## src/rtl/fetch_stage.sv

```systemverilog
// fetch_stage
// -----------------------------------------------------------------------------
// Instruction fetch stage. This block owns the program counter. It issues one
// instruction-memory request at a time over a req/gnt/rvalid handshake and
// hands the fetched word, together with its PC, to the IF/ID register.
//
// Ports
//   clk, reset        clock; asynchronous active-high reset
//   stall             hazard stall shared with IF/ID; the held output is not
//                     consumed while this is high
//   redirect          taken branch/jump from EX (highest priority)
//   redirect_pc       redirect target; bits [1:0] are forced to zero
//   imem_req          request valid (combinational from state)
//   imem_addr         request address (always the internal pc)
//   imem_gnt          request accepted this cycle
//   imem_rvalid       response valid (arrives at least one cycle after gnt)
//   imem_rdata        response instruction word
//   if_valid          if_inst/if_pc hold a real instruction
//   if_inst           instruction to IF/ID (NOP_INST when not valid)
//   if_pc             PC of the most recently captured instruction
//
// Flow: FETCH (req) -> WAIT (gnt seen) -> HOLD (rvalid seen, output valid)
//       -> FETCH once consumed.
// DRAIN absorbs the single response that is still in flight when a redirect
// arrives after the old request was already granted. This keeps the rule of
// at most one outstanding request, and it stops a wrong-path word from ever
// reaching the output.
// -----------------------------------------------------------------------------
module fetch_stage #(
  parameter logic [63:0] RESET_PC = 64'h0,
  parameter logic [31:0] NOP_INST = 32'h0000_0013
) (
  input  logic        clk,
  input  logic        reset,
  input  logic        stall,
  input  logic        redirect,
  input  logic [63:0] redirect_pc,
  output logic        imem_req,
  output logic [63:0] imem_addr,
  input  logic        imem_gnt,
  input  logic        imem_rvalid,
  input  logic [31:0] imem_rdata,
  output logic        if_valid,
  output logic [31:0] if_inst,
  output logic [63:0] if_pc
);

  typedef enum logic [1:0] {
    FETCH = 2'd0,
    WAIT  = 2'd1,
    DRAIN = 2'd2,
    HOLD  = 2'd3
  } state_t;

  state_t      state;
  logic [63:0] pc;
  logic [63:0] tgt_pc;
  logic [63:0] pc_inc;

  // Targets are always word aligned. The low bits from EX are dropped, not
  // trapped on.
  assign tgt_pc = {redirect_pc[63:2], 2'b00};

  // Plain 64-bit add. Carry-out is discarded, so ...FFFC wraps to 0.
  assign pc_inc = pc + 64'd4;

  // State is forced to FETCH during reset, so the request is qualified with
  // reset. That keeps the bus quiet while reset is held. The address is
  // simply the pc, so it stays stable across un-granted cycles unless a
  // redirect rewrites the pc.
  assign imem_req  = (state == FETCH) && !reset;
  assign imem_addr = pc;

  always_ff @(posedge clk or posedge reset) begin
    if (reset) begin
      state    <= FETCH;
      pc       <= RESET_PC;
      if_valid <= 1'b0;
      if_inst  <= NOP_INST;
      if_pc    <= 64'h0;
    end else begin
      case (state)
        FETCH: begin
          // rvalid here has no request behind it and is ignored.
          if (redirect) begin
            pc <= tgt_pc;
            // A grant in the same cycle means the old address is now owed a
            // response. That response must be drained and thrown away.
            state <= imem_gnt ? DRAIN : FETCH;
          end else if (imem_gnt) begin
            state <= WAIT;
          end
        end

        WAIT: begin
          if (redirect) begin
            pc    <= tgt_pc;
            state <= imem_rvalid ? FETCH : DRAIN;
          end else if (imem_rvalid) begin
            if_inst  <= imem_rdata;
            if_pc    <= pc;
            if_valid <= 1'b1;
            pc       <= pc_inc;
            state    <= HOLD;
          end
        end

        DRAIN: begin
          // Later redirects only retarget. The pending response must still
          // come back before a new request goes out.
          if (redirect) pc <= tgt_pc;
          if (imem_rvalid) state <= FETCH;
        end

        HOLD: begin
          // if_pc is left as is on exit. if_valid marks whether it means
          // anything.
          if (redirect) begin
            if_valid <= 1'b0;
            if_inst  <= NOP_INST;
            pc       <= tgt_pc;
            state    <= FETCH;
          end else if (!stall) begin
            if_valid <= 1'b0;
            if_inst  <= NOP_INST;
            state    <= FETCH;
          end
        end

        default: state <= FETCH;
      endcase
    end
  end

endmodule

```

## config.mk

```make
export PLATFORM = sky130hd
export DESIGN_NAME = fetch_stage
export DESIGN_NICKNAME = d
export VERILOG_FILES = /design/src/rtl/fetch_stage.sv
export SDC_FILE = /design/constraint.sdc
export NUM_CORES = 1
export LEC_CHECK = 0
export BUFFER_PORTS_ARGS = -buffer_cell sky130_fd_sc_hd__buf_2
export CAP_MARGIN = 10
export CORE_ASPECT_RATIO = 0.6
export CORE_MARGIN = 8
export CORE_UTILIZATION = 52
export CTS_BUF_LIST = sky130_fd_sc_hd__clkbuf_8
export DETAILED_ROUTE_END_ITERATION = 10
export PLACE_DENSITY_LB_ADDON = 0.12
export SLEW_MARGIN = 20
export SYNTH_ARGS = -nofsm -noshare
export SYNTH_HDL_FRONTEND = slang
export SYNTH_SLANG_ARGS = --single-unit
export TNS_END_PERCENT = 1
```

## constraint.sdc

```tcl
create_clock -name clk -period 7.2 [get_ports clk]
set_input_delay 1.44 -clock clk [delete_from_list [all_inputs] [get_ports clk]]
set_output_delay 1.44 -clock clk [all_outputs]
set_load 0.01 [all_outputs]
```

==> results by group <==
Run status
  – Status: complete, no violations

Worst setup path
  – Slowest-stage cell, CP: nand2_4
  – Worst r2r src: imem_addr[8]
  – Highest net fanout along the worst path: 74
  – Crit path DAT: 4.13 ns
  – Crit path from: redirect
  – Critical path's most frequent cell: buf_4
  – Critical path buffers and inverters: 4
  – CP peak stage delay: 0.68 ns
  – Critical path depth in cells: 7
  – CP startpoint kind: input pin
  – Cell family with most CP delay: buffers and inverters
  – Critical path, cell by cell: buf_2 -> buf_4 -> inv_2 -> nand2_4 -> buf_4 -> nor2_1 -> a311o_1
  – R2R cell count: 5
  – Critical Path End Type: register
  – Worst Path Required: 7.55 ns
  – Critical path type: input pin to register

Clock tree
  – CTS max path bufs: 2
  – Clk slew on worst S/H paths: 0.09 ns
  – Number of setup buffers added after CTS: 0
  – CTS tree: yes
  – H-tree depth: 4
  – Clock buffer count from CTS: 17
  – Clock sink total: 159
  – Post-CTS Hold Buffers: 0
  – Clk_lat worst skew: 0.46 ns
  – Root buffer cell: clkbuf_8
  – Resize count post-CTS: 0

Floorplanning
  – DIE AREA: 0.0193 sq mm
  – Overall die width: 174 microns
  – Top Ports: 264
  – FP Rows: 34
  – Initial Util: 0.535
  – Core area: 0.0145 sq mm
  – Die height: 111 microns

Placed design
  – Global placer's final weighted congestion: 0.844
  – I/O Buffers: 257
  – DP HPWL: 18.1 mm
  – Pre-CTS setup slack: 2.97 ns

GRT
  – Vias in the first global route: 7,528
  – Largest net degree at the start of global routing: 89
  – Overflow after GRT: 0
  – Initial antenna violation count: 4
  – Total track usage: 0.260
  – First-pass GRT wire length: 40.7 mm

Synthesis
  – Top-count cell post-synth: nand2_1
  – Top FF cell, synth: dfrtp_1
  – Synth Instances: 913
  – XOR/XNOR share of the synthesized area: 0.00901
  – Yosys top cell area share: 0.502
  – Yosys warning count: 0
  – Synth Area in Simple Gates: 0.295
  – Cell variety after synth: 66
  – Multiplexer share of the synthesized area: 0.00273
  – Leading area contributor after synthesis: dfrtp_1
  – Number of synthesized flops with an enable pin: 0
  – Mapped cell area: 0.00778 sq mm
  – Synth Area in Compound Gates: 0.138
  – Largest family of logic cells by synthesized area: simple AND/OR/NAND/NOR gates
  – Syn_area_per_cell: 8.52 sq um
  – Post-synth top cells: nand2_1 (276), dfrtp_1 (156), nand3_1 (58), clkbuf_1 (52), nor2_1 (50)
  – Synth Area in Adders: 0.00161
  – Area contributors post-synth: dfrtp_1 (50%), nand2_1 (13%), nand3_1 (3.7%), o21ai_0 (2.6%), clkbuf_1 (2.5%)
  – Asr flop ratio synth: 1.00
  – Seq/Total Area, Yosys: 0.512
  – Yosys reg bits: 159

STA
  – TNS Setup: 0 ns
  – Unrepaired setup endpoints after global routing: no
  – Final period utilization: 0.526
  – Slew @ Worst Pin: 0.919 ns
  – Min cycle time layout: 3.79 ns
  – Final setup margin: 3.41 ns
  – Hold Vio Cnt, Final: 0
  – Clock skew: 0.0170 ns
  – Slew headroom: 0.387
  – # setup viols final: 0
  – Max Freq: 264 MHz
  – Final Slew Violations: 0

Final layout
  – Multi-input gate area: 0.00351 sq mm
  – Register area: 0.00398 sq mm
  – Ratio of cells with drive above 1 in the final layout: 0.282
  – Layout fillers: 1,305
  – Fin nets: 1,242
  – Synth-to-Final Area Change: 23.6%

Routing
  – DR vias: 7,878
  – DRC viols: 0
  – DR vias/cell: 5.83
  – DR pass1 iterations: 5
  – Routed len/inst: 19.0 microns
  – Post-Route M1 WL: 11.1 mm
  – Routed length on met2: 11.4 mm
  – Post-route ant nets: 0
  – Max Used Layer: met5
  – Routed WL: 25.7 mm
  – 1st-iter DRT viols: 767
  – Routed wl met3: 2.84 mm

Hold path
  – Worst hold-check path type: register to register
  – Min-delay src: if_inst[0]
  – Hold Crit Depth: 2

Power and ir drop
  – Max VDD drop: 0.182 mV
  – Pwr Density: 310 mW/mm^2
  – Leak pwr: 4.79 nW

Flow run
  – Max-cap violations: 0
[power by group]
part	switching (mW)	internal (mW)	total (mW)
sequential	0.214	1.17	1.39
combinational	0.536	0.364	0.900
clock	0.365	0.334	0.698
total	1.12	1.87	2.98
[cells in the final DEF (no fill, tap or decap), drive strengths merged, types with 4 or more instances in the layout]
master	netlist	final
a211oi	8	8
a21oi	36	36
a311oi	5	5
a31oi	18	18
a32oi	4	4
and2	9	9
and3	12	12
and4	8	8
buf	11	267
clkbuf	52	19
clkinvlp	0	4
conb	1	4
dfrtp	156	156
inv	18	24
nand2	276	276
nand3	58	58
nand4	32	32
nor2	50	50
nor3	13	13
nor4	11	11
o21ai	40	40
o22ai	10	10
o31ai	8	8
o32ai	5	5
or3	7	7
or4	9	9
xor2	5	5
[final cells by class]
cell class              count  share of cell area
repair buffers            267               0.144
clock buffers              19              0.0272
multi-input cells         676               0.365
diodes                      2            0.000520
inverters                  18             0.00755
clock inverters            13              0.0157
well taps                 198              0.0258
flip-flops and latches    159               0.414
[path summary, 6_finish.rpt]
kind	slack (ns)	to
worst max-delay path	3.41	imem_addr[36]
worst min-delay path	0.47	if_inst[0]
worst max register to register	4.29	imem_addr[60]
worst min register to register	0.47	if_inst[0]
max in group asynchronous	4.62	if_pc[44]
min in group asynchronous	1.15	if_pc[20]
[worst min-delay path, stage by stage (launching register included)]
cell and delay [ns]:
dfstp_2 0.37, inv_1 0.04, a31oi_1 0.06
[per-stage QoR]
step	total power, mW	util	hold slack, ns	instances	cell area [sq um]
2_1_floorplan	1.84	-	0.476	916	7790
3_3_place_gp	2.28	0.630	0.452	1317	9170
3_5_place_dp	2.31	0.630	0.457	1317	9170
4_1_cts	3.01	0.658	0.478	1349	9580
5_1_grt	3.17	0.661	0.498	1351	9610
6_report	2.98	0.661	0.474	1352	9620
[routing by layer]
layer  vias up  track usage
met5         -            0
met4         6       0.0669
met3        35       0.0929
met2       404        0.386
met1      3775        0.355
li1       3658            -
[cells by family (layout without fill, tap and decap cells)]
group                      Yosys count  count (layout)
adders and majority gates            1               1
buffers and inverters               81             317
AOI/OAI and AO/OA                  165             165
and+or+nand+nor                    496             496
xor gates and xnor gates             8               8
muxes                                2               2
other                                1               6
DFF                                159             159
[state kept, by name (all words and copies together) (netlist names)]
signal	cells
if_inst	32
if_valid	1
imem_addr	62
state	2
if_pc	62
Note: power is estimated with default switching activity, not from simulation.
